$ cat src/rtl/out_ports_mmio.sv
// Memory-mapped output ports: HEX/LED/BLINK/CTRL registers driving seven-segment digits and LEDs.
// Optional iterative binary-to-BCD converter on register 4, enabled by defining OUT_PORTS_BCD_EN.
module out_ports_mmio #(
  parameter int NUM_DIGITS = 6,
  parameter int NUM_LEDS   = 10,
  parameter int BLINK_DIV  = 25000000
) (
  input  logic                    clock,
  input  logic                    reset,
  input  logic                    wr_en,
  input  logic [2:0]              addr,
  input  logic [31:0]             wdata,
  output logic [31:0]             rdata,
  output logic [7*NUM_DIGITS-1:0] hex_out,
  output logic [NUM_LEDS-1:0]     led,
  output logic                    busy
);

  localparam int HW = 4 * NUM_DIGITS;
  localparam int CW = (BLINK_DIV > 2) ? $clog2(BLINK_DIV) : 1;

  localparam logic [2:0] A_HEX   = 3'd0;
  localparam logic [2:0] A_LED   = 3'd1;
  localparam logic [2:0] A_BLINK = 3'd2;
  localparam logic [2:0] A_CTRL  = 3'd3;

  localparam logic [6:0] SEG_OFF = 7'h7F;

  logic [HW-1:0]         hex_q, hex_d;
  logic [NUM_LEDS-1:0]   led_q, led_d;
  logic [NUM_DIGITS-1:0] blink_q, blink_d;
  logic [1:0]            ctrl_q, ctrl_d;
  logic [CW-1:0]         cnt_q, cnt_d;
  logic                  phase_q, phase_d;

  logic                  conv_done;
  logic [HW-1:0]         conv_result;

  logic                  unused_wdata;
  assign unused_wdata = ^wdata;

  function automatic logic [6:0] glyph(input logic [3:0] v);
    case (v)
      4'h0: glyph = 7'b1000000;
      4'h1: glyph = 7'b1111001;
      4'h2: glyph = 7'b0100100;
      4'h3: glyph = 7'b0110000;
      4'h4: glyph = 7'b0011001;
      4'h5: glyph = 7'b0010010;
      4'h6: glyph = 7'b0000010;
      4'h7: glyph = 7'b1111000;
      4'h8: glyph = 7'b0000000;
      4'h9: glyph = 7'b0010000;
      4'hA: glyph = 7'b0001000;
      4'hB: glyph = 7'b0000011;
      4'hC: glyph = 7'b1000110;
      4'hD: glyph = 7'b0100001;
      4'hE: glyph = 7'b0000110;
      default: glyph = 7'b0001110;
    endcase
  endfunction

`ifdef OUT_PORTS_BCD_EN
  localparam logic [2:0] A_BCD = 3'd4;

  typedef enum logic {ST_IDLE, ST_CONV} bcd_state_e;

  bcd_state_e  state_q, state_d;
  logic [26:0] bin_q, bin_d;
  logic [35:0] bcd_q, bcd_d, bcd_shift;
  logic [4:0]  step_q, step_d;

  // Double-dabble step: add 3 to every digit >= 5, then shift in the next binary MSB.
  always_comb begin
    bcd_shift = bcd_q;
    for (int i = 0; i < 9; i++) begin
      if (bcd_q[4*i +: 4] >= 4'd5) bcd_shift[4*i +: 4] = bcd_q[4*i +: 4] + 4'd3;
    end
    bcd_shift = {bcd_shift[34:0], bin_q[26]};
  end

  always_comb begin
    state_d   = state_q;
    bin_d     = bin_q;
    bcd_d     = bcd_q;
    step_d    = step_q;
    conv_done = 1'b0;
    case (state_q)
      ST_IDLE: begin
        if (wr_en && addr == A_BCD) begin
          bin_d   = wdata[26:0];
          bcd_d   = '0;
          step_d  = '0;
          state_d = ST_CONV;
        end
      end
      default: begin
        bin_d  = {bin_q[25:0], 1'b0};
        bcd_d  = bcd_shift;
        step_d = step_q + 5'd1;
        if (step_q == 5'd26) begin
          conv_done = 1'b1;
          state_d   = ST_IDLE;
        end
      end
    endcase
  end

  always_ff @(posedge clock) begin
    if (reset) begin
      state_q <= ST_IDLE;
      bin_q   <= '0;
      bcd_q   <= '0;
      step_q  <= '0;
    end else begin
      state_q <= state_d;
      bin_q   <= bin_d;
      bcd_q   <= bcd_d;
      step_q  <= step_d;
    end
  end

  assign busy        = (state_q == ST_CONV);
  assign conv_result = bcd_shift[HW-1:0];
`else
  assign busy        = 1'b0;
  assign conv_done   = 1'b0;
  assign conv_result = '0;
`endif

  // NOTE: every variable written in a combinational block gets a default first, so no latch is inferred.
  always_comb begin
    hex_d   = hex_q;
    led_d   = led_q;
    blink_d = blink_q;
    ctrl_d  = ctrl_q;
    if (wr_en) begin
      case (addr)
        A_HEX:   if (!busy) hex_d = wdata[HW-1:0];
        A_LED:   led_d   = wdata[NUM_LEDS-1:0];
        A_BLINK: blink_d = wdata[NUM_DIGITS-1:0];
        A_CTRL:  ctrl_d  = wdata[1:0];
        default: ;
      endcase
    end
    if (conv_done) hex_d = conv_result;
  end

  // Blink timebase runs independently of writes and of the display enable.
  always_comb begin
    cnt_d   = cnt_q + CW'(1);
    phase_d = phase_q;
    if (cnt_q == CW'(BLINK_DIV - 1)) begin
      cnt_d   = '0;
      phase_d = ~phase_q;
    end
  end

  // NOTE: sequential state uses non-blocking assignments so all flops update together at the edge.
  always_ff @(posedge clock) begin
    if (reset) begin
      hex_q   <= '0;
      led_q   <= '0;
      blink_q <= '0;
      ctrl_q  <= 2'b10;
      cnt_q   <= '0;
      phase_q <= 1'b0;
    end else begin
      hex_q   <= hex_d;
      led_q   <= led_d;
      blink_q <= blink_d;
      ctrl_q  <= ctrl_d;
      cnt_q   <= cnt_d;
      phase_q <= phase_d;
    end
  end

  logic [3:0] nib;
  logic [6:0] seg;
  logic       all_zero;

  // Walk digits from the top so all_zero means "this nibble and every higher one are 0".
  always_comb begin
    hex_out  = '0;
    nib      = '0;
    seg      = SEG_OFF;
    all_zero = 1'b1;
    for (int k = NUM_DIGITS - 1; k >= 0; k--) begin
      nib      = hex_q[4*k +: 4];
      all_zero = all_zero & (nib == 4'd0);
      if (!ctrl_q[1])                        seg = SEG_OFF;
      else if (blink_q[k] && phase_q)        seg = SEG_OFF;
      else if (ctrl_q[0] && all_zero && k > 0) seg = SEG_OFF;
      else                                   seg = glyph(nib);
      hex_out[7*k +: 7] = seg;
    end
    led = ctrl_q[1] ? led_q : '0;
  end

  always_comb begin
    rdata = '0;
    case (addr)
      A_HEX:   rdata[HW-1:0]         = hex_q;
      A_LED:   rdata[NUM_LEDS-1:0]   = led_q;
      A_BLINK: rdata[NUM_DIGITS-1:0] = blink_q;
      A_CTRL:  rdata[1:0]            = ctrl_q;
      default: ;
    endcase
  end

endmodule

$ cat config.mk
export PLATFORM = sky130hd
export DESIGN_NAME = out_ports_mmio
export DESIGN_NICKNAME = d
export VERILOG_FILES = /design/src/rtl/out_ports_mmio.sv
export SDC_FILE = /design/constraint.sdc
export NUM_CORES = 1
export LEC_CHECK = 0
export CORE_MARGIN = 2
export CORE_UTILIZATION = 30
export DETAILED_ROUTE_END_ITERATION = 10
export PLACE_DENSITY = 0.57
export SLEW_MARGIN = 25
export SYNTH_ARGS = -nofsm -noshare
export SYNTH_HDL_FRONTEND = slang
export SYNTH_SLANG_ARGS = --single-unit
$ cat constraint.sdc
create_clock -name clock -period 3.9 [get_ports clock]
set_input_delay 0.39 -clock clock [delete_from_list [all_inputs] [get_ports clock]]
set_output_delay 0.39 -clock clock [all_outputs]
set_load 0.005 [all_outputs]
==> flow_metrics.tcl <==
set metrics [dict create \
    critPathCapture "rdata[20]" \
    io_buffers 105 \
    cts_num_sinks 110 \
    finalCriticalPeriod_ns 3.122 \
    cp_data_arrival_time_ns 2.73 \
    ant_nets 0 \
    cp-startpoint "addr[2]" \
    power_mw 2.353 \
    max_cap_viol_count 0 \
    synth_compound_area_share_pct 11.24 \
    fin_area_um2 7516 \
    firstDrtPassIters 4 \
    dieArea_um2 21080 \
    ff2ff_path_depth 6 \
    synth_simple_gate_area_share_pct 24.98 \
    synth_top_family_by_area "simple AND/OR/NAND/NOR gates" \
    synth-xor-area-share_pct 4.248 \
    fmax_mhz 320.3 \
    vias 4795 \
    syn2layout_area_growth_pct 25.70 \
    yosysUniqueCellTypes 56 \
    n_antenna_cell 0 \
    avgSynthCellArea_um2 8.806 \
    numCtsBuffers 9 \
    crit_path_start_kind "primary input" \
    clockRootBuffer "clkbuf_16" \
    clock_latency_ns 0.36 \
    post_cts_buffers 0 \
    ctsHoldBuffers 0 \
    post-route-drc-count 0 \
    layout_commonest_cell "dfxtp_1" \
    cts_tree "built" \
    status "completed" \
    finalWirelength_mm 14.82 \
    h-tree-depth 3 \
    placed_cell_area_um2 7227 \
    num_rows 51 \
    worstSetupEndpointType "output pin" \
    coreArea_um2 19530 \
    whs_ns 0.4644 \
    synth_area_um2 5979 \
    ios 123 \
    finClkSkew_ns 0.01054 \
    ys.warnings.count 0 \
    die_height_um 145.2 \
    worstPathMaxFanout 9 \
    synth_cells 679 \
    clk_pin_slew_ns 0.07 \
    grt_pass1_wl_mm 24.30 \
    fin_tns_setup_ns 0 \
    grt_overflow_total 0 \
    synthMuxAreaShare_pct 8.872 \
    rrSetupSlack_ns 1.88 \
    crit_required_ns 3.51 \
    yosysSeqAreaShare_pct 36.83 \
    grt_util_all_layers_pct 14.31 \
    irDropWorstVdd_v 0.0002296 \
    worstMarginPinSlew_ns 0.6639 \
    grt_max_degree 62 \
    finalNetCount 843 \
    drt-initial-drc-count 315 \
    clk_path_buf_depth 2 \
    die_w_um 145.2 \
    hold_viol 0 \
    power.static_leakage_nw 2.831 \
    antenna_found_initial 0 \
    holdCritPathClass "reg2reg" \
    r2r-start "cnt_q[0]" \
    timing.final.crit_share_pct 80.04 \
    ys.flop_type "dfxtp_1" \
    routedWlPerCell_um 14.27 \
    layout-drive-gt1-share_pct 11.51 \
    synth_adder_area_share_pct 7.742 \
    r2r_end "cnt_q[21]" \
    relSlewSlack_pct 55.37 \
    start_util_pct 30.62 \
    power.density_nw_per_um2 313.1 \
    via_per_inst 4.619 \
    setup_viol 0 \
    rsz0062_at_grt "false" \
    detailed_place_hpwl_mm 10.92 \
    worst-setup-path-type "in2out" \
    grt_pass1_vias 4596 \
    layout_common_cells "dfxtp_1, clkdlybuf4s50_1, nand2_1" \
    async_reset_ff_share_pct 0 \
    ys_ff_latch 110 \
    slew_viol_final 0 \
    cts_resized 0 \
    synth_edf_count 0 \
    place_congestion 0.8359 \
]
worst min path at each step:
stage	start	endpoint	slack [ns]	cells after the start
final	led_q[1]	led_q[1]	0.46	2
after global routing	led_q[1]	led_q[1]	0.50	2
after CTS	led_q[1]	led_q[1]	0.47	2
after floorplan	cnt_q[0]	cnt_q[0]	0.43	1
after detailed placement	cnt_q[0]	cnt_q[0]	0.46	1
after global placement	cnt_q[0]	cnt_q[0]	0.45	1
cells in the mapped netlist (all sizes together) (3+ instances only):
| library cell | count | share of area (%) |
|---|---|---|
| inv | 29 | 2.0 |
| o22ai | 21 | 2.2 |
| buf | 26 | 3.0 |
| nand3 | 18 | 1.5 |
| clkbuf | 17 | 1.1 |
| o221a | 5 | 0.94 |
| ha | 37 | 7.7 |
| and3 | 5 | 0.52 |
| or2 | 35 | 3.7 |
| and2 | 24 | 2.5 |
| nor4 | 7 | 0.84 |
| mux4 | 8 | 3.0 |
| a21o | 7 | 1.4 |
| dfxtp | 110 | 37 |
| nor2 | 54 | 3.4 |
| nand3b | 11 | 1.4 |
| mux2i | 35 | 5.9 |
| a21oi | 47 | 4.2 |
| nand2 | 92 | 5.9 |
| xor2 | 16 | 2.3 |
| nor2b | 3 | 0.31 |
| nand4 | 7 | 0.73 |
| xnor2 | 13 | 1.9 |
| a32o | 7 | 1.2 |
| nand2b | 20 | 2.1 |
per-stage QoR:
| step | utilization [%] | worst slack [ns] | cells |
|---|---|---|---|
| floorplan | - | 1.370 | 687 |
| CTS | 38.49 | 0.7168 | 1038 |
| global route | 38.49 | 0.5638 | 1038 |
| global placement | 37.01 | 0.6461 | 1022 |
| detailed placement | 37.01 | 0.6171 | 1022 |
| finish | 38.49 | 0.7784 | 1038 |
cells by family (layout without fill, tap and decap cells):
family                     after synthesis  after routing
muxes                                   43             43
xor gates and xnor gates                29             29
and+or+nand+nor                        290            290
AOI/OAI and AO/OA                       97             97
DFF                                    110            110
adders and majority gates               37             37
other                                    1              9
buffers and inverters                   72            158
power breakdown:
| group | internal (mW) | total [mW] | switching, mW |
|---|---|---|---|
| clock network | 0.447 | 0.900 | 0.453 |
| registers | 1.15 | 1.17 | 0.0149 |
| logic | 0.158 | 0.288 | 0.129 |
metal layers:
layer  part of all wire [%]  track usage, %
met5                      0               0
met2                     45           22.48
met1                     47           19.11
met4                    1.1           3.676
met3                    6.7           4.465
area by class of cell:
| class | instances | area (µm²) |
|---|---|---|
| Tap cell | 265 | 331.6 |
| Multi-Input combinational cell | 505 | 3456 |
| Sequential cell | 110 | 2202 |
| Clock buffer | 9 | 225.2 |
| Inverter | 29 | 118.9 |
| Clock inverter | 7 | 63.81 |
| Fill cell | 2021 | 12010 |
| Timing Repair Buffer | 113 | 1119 |
worst max-delay path, stage by stage:
cell	delay [ns]
clkdlybuf4s50_1	0.54
buf_4	0.24
or2_1	0.33
nor2_1	0.36
buf_4	0.23
and2_1	0.13
clkdlybuf4s50_1	0.50
No activity file was read; power rests on OpenSTA's default activity.
